[config.mk]
export PLATFORM = sky130hd
export DESIGN_NAME = fwd_hazard_unit
export DESIGN_NICKNAME = d
export VERILOG_FILES = /design/src/rtl/fwd_pkg.sv /design/src/rtl/fwd_match.sv /design/src/rtl/fwd_hazard_unit.sv
export SDC_FILE = /design/constraint.sdc
export NUM_CORES = 1
export LEC_CHECK = 0
export ABC_AREA = 1
export CAP_MARGIN = 20
export CORE_MARGIN = 4
export CORE_UTILIZATION = 58
export CTS_CLUSTER_DIAMETER = 120
export CTS_CLUSTER_SIZE = 30
export DETAILED_ROUTE_END_ITERATION = 16
export PLACE_DENSITY_LB_ADDON = 0.12
export SLEW_MARGIN = 20
export SYNTH_ARGS = -nofsm -noshare
export SYNTH_HDL_FRONTEND = slang
export SYNTH_SLANG_ARGS = --single-unit
[constraint.sdc]
create_clock -name clk -period 3.2 [get_ports clk]
set_input_delay 0.32 -clock clk [delete_from_list [all_inputs] [get_ports clk]]
set_output_delay 0.32 -clock clk [all_outputs]
set_load 0.02 [all_outputs]
[src/rtl/fwd_pkg.sv]
// Shared types and constants for the operand-forwarding / load-use hazard unit.
// One shadow-pipeline entry describes a single in-flight register write.
package fwd_pkg;

  localparam int REG_ADDR_W = 5;
  localparam int FWD_RF     = 0;

  typedef struct packed {
    logic                  valid;
    logic [REG_ADDR_W-1:0] rd;
    logic                  regwrite;
    logic                  is_load;
  } fwd_entry_t;

  // x0 is hardwired to zero, so a write to it never produces a forwardable value.
  function automatic logic entry_match(input fwd_entry_t e, input logic [REG_ADDR_W-1:0] addr);
    return e.valid && e.regwrite && (e.rd != '0) && (e.rd == addr);
  endfunction

endpackage

[src/rtl/fwd_match.sv]
// Per-operand matcher: priority-encodes the youngest forwardable producer for the
// EX copy of the operand and flags a too-young load producer for the ID copy.
module fwd_match
  import fwd_pkg::*;
#(
  parameter int FWD_DEPTH  = 2,
  parameter int LOAD_STAGE = 2,
  parameter int SEL_W      = $clog2(FWD_DEPTH + 1)
) (
  input  logic [REG_ADDR_W-1:0]  ex_addr,
  input  logic [REG_ADDR_W-1:0]  id_addr,
  input  fwd_entry_t [FWD_DEPTH:0] entries,
  output logic [SEL_W-1:0]       sel,
  output logic                   load_hit
);

  always_comb begin
    sel      = SEL_W'(FWD_RF);
    load_hit = 1'b0;
    // Walk oldest to youngest so the youngest qualifying producer is written last.
    for (int k = FWD_DEPTH; k >= 1; k--) begin
      if (entry_match(entries[k], ex_addr) && (!entries[k].is_load || k >= LOAD_STAGE)) begin
        sel = SEL_W'(k);
      end
    end
    // Load data in stages below LOAD_STAGE-1 cannot reach EX in time for the ID instruction.
    for (int k = 0; k <= LOAD_STAGE - 2; k++) begin
      if (entry_match(entries[k], id_addr) && entries[k].is_load) begin
        load_hit = 1'b1;
      end
    end
  end

endmodule

[src/rtl/fwd_hazard_unit.sv]
// Operand-forwarding select and load-use stall generation for the pipelined core.
// Tracks in-flight writes from EX through writeback in an internal shadow pipeline.
module fwd_hazard_unit
  import fwd_pkg::*;
#(
  parameter int NUM_SRC    = 2,
  parameter int FWD_DEPTH  = 2,
  parameter int LOAD_STAGE = 2,
  parameter int SEL_W      = $clog2(FWD_DEPTH + 1)
) (
  input  logic                          clk,
  input  logic                          rst,
  input  logic                          id_valid,
  input  logic [NUM_SRC*REG_ADDR_W-1:0] id_rs,
  input  logic [REG_ADDR_W-1:0]         id_rd,
  input  logic                          id_regwrite,
  input  logic                          id_is_load,
  input  logic                          flush,
  output logic [NUM_SRC*SEL_W-1:0]      fwd_sel,
  output logic                          stall,
  output logic [31:0]                   stall_cnt
);

  fwd_entry_t [FWD_DEPTH:0]      pipe;
  logic [NUM_SRC*REG_ADDR_W-1:0] ex_rs;
  logic [NUM_SRC-1:0]            load_hit;

  // Entry 0 mirrors EX; a stall or flush turns EX into a bubble with cleared operands.
  always_ff @(posedge clk or posedge rst) begin
    if (rst) begin
      pipe  <= '0;
      ex_rs <= '0;
    end else begin
      for (int k = FWD_DEPTH; k >= 1; k--) begin
        pipe[k] <= pipe[k-1];
      end
      if (flush || stall) begin
        pipe[0] <= '0;
        ex_rs   <= '0;
      end else begin
        pipe[0] <= fwd_entry_t'{valid: id_valid, rd: id_rd, regwrite: id_regwrite, is_load: id_is_load};
        ex_rs   <= id_rs;
      end
    end
  end

  for (genvar gi = 0; gi < NUM_SRC; gi++) begin : g_src
    fwd_match #(
      .FWD_DEPTH (FWD_DEPTH),
      .LOAD_STAGE(LOAD_STAGE),
      .SEL_W     (SEL_W)
    ) u_match (
      .ex_addr (ex_rs[gi*REG_ADDR_W +: REG_ADDR_W]),
      .id_addr (id_rs[gi*REG_ADDR_W +: REG_ADDR_W]),
      .entries (pipe),
      .sel     (fwd_sel[gi*SEL_W +: SEL_W]),
      .load_hit(load_hit[gi])
    );
  end

  // Flush wins over a load-use hazard: the killed instruction needs no stall.
  assign stall = id_valid & ~flush & (|load_hit);

  always_ff @(posedge clk or posedge rst) begin
    if (rst) begin
      stall_cnt <= '0;
    end else if (stall && (stall_cnt != 32'hFFFF_FFFF)) begin
      stall_cnt <= stall_cnt + 32'd1;
    end
  end

endmodule

Word-level counts from Yosys, hierarchy flattened
Index checks and enable logic that the tools add are counted.
{"block": "classes", "addsub": 1, "eq_ne": 7, "muxes": 8, "n_bitwise": 3, "n_reduce_logical": 23}
{"operator": "32-bit by 1-bit adder with 32-bit output (second input constant)", "count": 1}
{"operator": "32-bit inequality test (second input constant)", "count": 1}
{"operator": "5-bit == test", "count": 6}
{"operator": "1-bit logical AND", "count": 17}
{"operator": "5-bit nonzero test", "count": 3}
{"operator": "10-bit 2-to-1 mux", "count": 1}
{"operator": "2-bit 2-to-1 mux", "count": 4}
{"operator": "8-bit 2-to-1 mux", "count": 1}
{"operator": "1-bit AND", "count": 2}
{"operator": "1-bit 2-to-1 mux", "count": 2}
{"operator": "2-bit OR reduction", "count": 1}
{"operator": "1-bit logical NOT", "count": 1}
{"operator": "1-bit logical OR", "count": 1}
{"operator": "1-bit NOT", "count": 1}
{"block": "word_totals", "regBits": 65, "input_bits": 21, "elab_cells": 55}

Logic depth before layout (Yosys ltp)
{"block": "depth", "word_depth": 9, "depth_mapped": 10, "mapped_depth_nobuf": 10}

Cells and area by module
Synthesis repeated with hierarchy kept, for this count alone.
{"block": "unflattened", "cells_unflattened": 550, "hier_area_um2": 3796.1}
{"mod": "fwd_hazard_unit", "n_inst": 1, "cells_each": 414, "area_per_inst_um2": 3160.5, "seq_area_each_um2": 1651.6}
{"mod": "fwd_match", "n_inst": 2, "cells_each": 68, "area_per_inst_um2": 317.8, "seq_area_each_um2": 0.0}

Worst setup path after synthesis
Ideal clock, no wire load.
{"block": "synth_path", "path_kind": "reg-to-reg", "startpoint": "register stall_cnt[0]", "endpoint": "register stall_cnt[3]", "t_arrival_ns": 1.624, "slack_ns": 1.458, "path_stages_with_launch": 10, "path_buffers": 1, "period_less_slack_ns": 1.742, "cell_sequence": "dfrtp_1 -> ha_1 -> nand3_2 -> inv_2 -> nand2_2 -> nor2_4 -> nand3_2 -> buf_2 -> nand4_1 -> nand2_1"}
{"block": "synth_between", "elab_chain_len": 2, "elab_cells_between_ends": 3, "cone_classes": "add/sub: 1; eq/ne: 1; reduce/logical: 1"}
{"item": "start: declaration", "line": "fwd_hazard_unit.sv:21", "rtl": "output logic [31:0] stall_cnt"}
{"item": "start signal: assignment", "line": "fwd_hazard_unit.sv:68", "rtl": "stall_cnt <= stall_cnt + 32'd1;"}
{"item": "parallel branches: the longest is 2 deep, another holds 32-bit by 1-bit adder with 32-bit output"}
Several ways; the timed one is not identified.
A chain may end at the register's enable or synchronous reset.

Worst setup path after layout
{"block": "layout_path", "startpoint": "input id_rs[5]", "endpoint": "output stall"}
{"block": "layout_between", "elab_chain_len": 6}
{"item": "start: declaration", "line": "fwd_hazard_unit.sv:14", "rtl": "input logic [NUM_SRC*REG_ADDR_W-1:0] id_rs,"}
{"item": "5-bit == test", "line": "fwd_pkg.sv:17", "rtl": "return e.valid && e.regwrite && (e.rd != '0) && (e.rd == addr);"}
{"item": "1-bit logical AND", "line": "fwd_pkg.sv:17"}
{"item": "1-bit logical AND", "line": "fwd_match.sv:28", "rtl": "if (entry_match(entries[k], id_addr) && entries[k].is_load) begin"}
{"item": "1-bit 2-to-1 mux", "line": "fwd_match.sv:28"}
{"item": "2-bit OR reduction", "line": "fwd_hazard_unit.sv:62", "rtl": "assign stall = id_valid & ~flush & (|load_hit);"}
{"item": "1-bit AND", "line": "fwd_hazard_unit.sv:62"}
{"item": "end: declaration", "line": "fwd_hazard_unit.sv:20", "rtl": "output logic stall,"}
No other way between the ends.

==> results.md <==
* Layout cell share with drive strength beyond 1 at 0.0559
* FF+latch count, synth at 65
* Post-CTS Hold Buffers at 0
* Vias per cell at 5.41
* Max-slew headroom at 0.636
* Postcts setup bufs at 0
* Unrepaired setup endpoints after global routing: false
* Maximum vdd drop at 0.000302 V
* Largest net degree at the start of global routing at 44
* Final WS setup at 801 ps
* CP arrival at 2080 ps
* Count of pins over their slew limit at 0
* Met3 usage at 0.0577
* Hold crit path type: primary input to async pin
* Critical R2R Launch: stall_cnt[0]
* FF-to-FF setup slack at 930 ps
* CTS clk-pin slew, worst paths at 70 ps
* Syn Inst Count at 504
* Mapped cell area at 3660 um^2
* Post-Route WL at 9.92 mm
* Final period utilization at 0.750
* Outcome: finished, final reports clean
* R2r endpoint: stall_cnt[1]
* Total GRT Usage at 0.284
* Crit. End Element: primary output
* IO buf count at 57
* H-Tree Depth at 3
* Area growth syn-to-layout at 23.4%
* CTS Buf Count at 9
* Row count at 28
* Worst skew pair latency at 340 ps
* Nets at 589
* Net Count, Synth at 526
* DP Worst Slack at 812 ps
* Setup TNS at 0 ps
* Routability cong. at 0.955
* DR vias at 3503
* Worst Path Required at 2880 ps
* Clock Path Buffers at 2
* GR peak layer: met2
* Clock tree sinks at 65
* Mapped Avg Cell Area at 7.27 um^2
* FF-to-FF path depth at 9
* Nature of the critical path startpoint: primary input
* Ports at 58
* Syn. warnings at 0
* Die Ht at 87.5 um
* Clock skew at 5.50 ps
* Fin. Hold Viols at 0
* Initial antenna violation count at 0
* Maxcap violations at 0
* Pre-antenna DRT Iters at 5
* FMAX at 417 MHz
* Global routing met1 resource utilization at 0.408
* Critical path class: primary input to primary output
* Gr ovfl total at 0
* Diode count at 0
* Least-Margin Pin Slew at 547 ps
* Crit. Startpoint: id_rs[5]
* Min Tclk post-route at 2400 ps
* Synth unique cells at 24
* Fill count at 491
* Die X at 87.5 um
* Area of the core at 6030 um^2
* Die area at 7650 um^2
* # DRC at 0
* Seq/Total Area, Yosys at 0.444
* Global Route met2 Usage at 0.432
* WL per Instance at 15.3 um
* Final setup vio count at 0
* 1st-iter DRT viols at 149
* CTS tree: done
* Static leakage at 2.18 nW
* Global-route wire length before repair at 16.6 mm
* P per Cell Area at 391 nW/um^2
* Crit path capture: stall
* Crit path max fanout at 2
* Hpwl dp at 7.43 mm
* Detail Route Antenna Nets at 0
* Post-CTS Resized at 0
* Root Driver: clkbuf_8
* Initial Utilization at 0.608
* Vias in the first global route at 3413
[synthesized netlist by cell type]
master     instances  area share
nand4_1           14       0.024
buf_1              1      0.0010
nand3_2            3      0.0082
xnor2_1           14       0.033
inv_1             38       0.039
xor2_1            18       0.043
nand2_2            2      0.0034
inv_2              3      0.0031
nand3b_1          14       0.029
nand2_1          192        0.20
nor2_2             1      0.0017
nor3_1             6      0.0082
ha_1               1      0.0034
dfrtp_1           65        0.44
nor2_1            85       0.087
a21oi_2            1      0.0024
nand3_1           30       0.041
a21oi_1            1      0.0014
buf_2              7      0.0096
buf_6              3      0.0092
o2111ai_1          2      0.0048
nor4_1             1      0.0017
and2_1             1      0.0017
nor2_4             1      0.0031
[power breakdown]
part	switching (W)	total, W	internal (W)
clock network	0.000322	0.000784	0.000462
registers	0.0000238	0.000867	0.000843
logic	0.0000631	0.000117	0.0000536
[worst max-delay path: stages]
cell             delay, ps
clkdlybuf4s50_1        490
inv_1                   70
nand2_1                 70
nand2_1                 60
nor2_1                  80
nand3_1                110
a21oi_2                240
clkdlybuf4s50_1        650
[placed cells by master (no fill, tap or decap), drive strengths merged, types with 12 or more instances in the layout]
master | Yosys | final
nand2 | 194 | 194
nor2 | 87 | 87
dfrtp | 65 | 65
clkdlybuf4s50 | 0 | 57
inv | 41 | 41
nand3 | 33 | 33
xor2 | 18 | 18
xnor2 | 14 | 14
nand4 | 14 | 14
nand3b | 14 | 14
clkbuf | 0 | 12
[cells by family (layout without fill, tap and decap cells)]
group                      after synthesis  after routing  synth area share
and+or+nand+nor                        350            350             0.406
DFF                                     65             65             0.444
buffers and inverters                   52            120            0.0618
xor gates and xnor gates                32             32            0.0765
AOI/OAI and AO/OA                        4              4           0.00854
adders and majority gates                1              1           0.00342
[worst min-delay path by stage]
stage | from | endpoint | slack [ps] | cells past startpoint
after floorplan | pipe[1] | pipe[9] | 350 | 0
after global placement | pipe[0] | pipe[8] | 360 | 0
after detailed placement | pipe[0] | pipe[8] | 360 | 0
after CTS | rst | ex_rs[7] | 310 | 2
after global routing | rst | pipe[23] | 350 | 2
final | rst | pipe[23] | 300 | 2
[metal layers]
layer,wire length [um],vias up
met5,0,-
met4,170,0
met3,674,17
met2,4550,148
met1,4520,1645
li1,-,1693
[registers in the layout, indices dropped and copies added (netlist names)]
| name | cells |
|---|---|
| stall_cnt | 32 |
| ex_rs | 10 |
| pipe | 23 |
[final cells by class]
| class | instances | area (um^2) | share of cell area |
|---|---|---|---|
| inverter | 41 | 154 | 0.0340 |
| clock buffer | 12 | 145 | 0.0321 |
| clock inverter | 4 | 76.3 | 0.0169 |
| timing repair buffer | 63 | 616 | 0.136 |
| multi-input combinational | 387 | 1810 | 0.400 |
| sequential | 65 | 1630 | 0.360 |
| tap | 75 | 93.8 | 0.0208 |
[stage by stage]
step	cells	area (um^2)	hold WS [ps]	utilization	power (W)
after CTS	647	4520	308	0.750	0.00177
after floorplan	504	3660	354	-	0.000945
after global routing	647	4520	350	0.750	0.00183
final	647	4520	299	0.750	0.00177
after detailed placement	631	4300	362	0.713	0.000999
after global placement	631	4300	360	0.713	0.000992
Note: power is estimated with default switching activity, not from simulation.
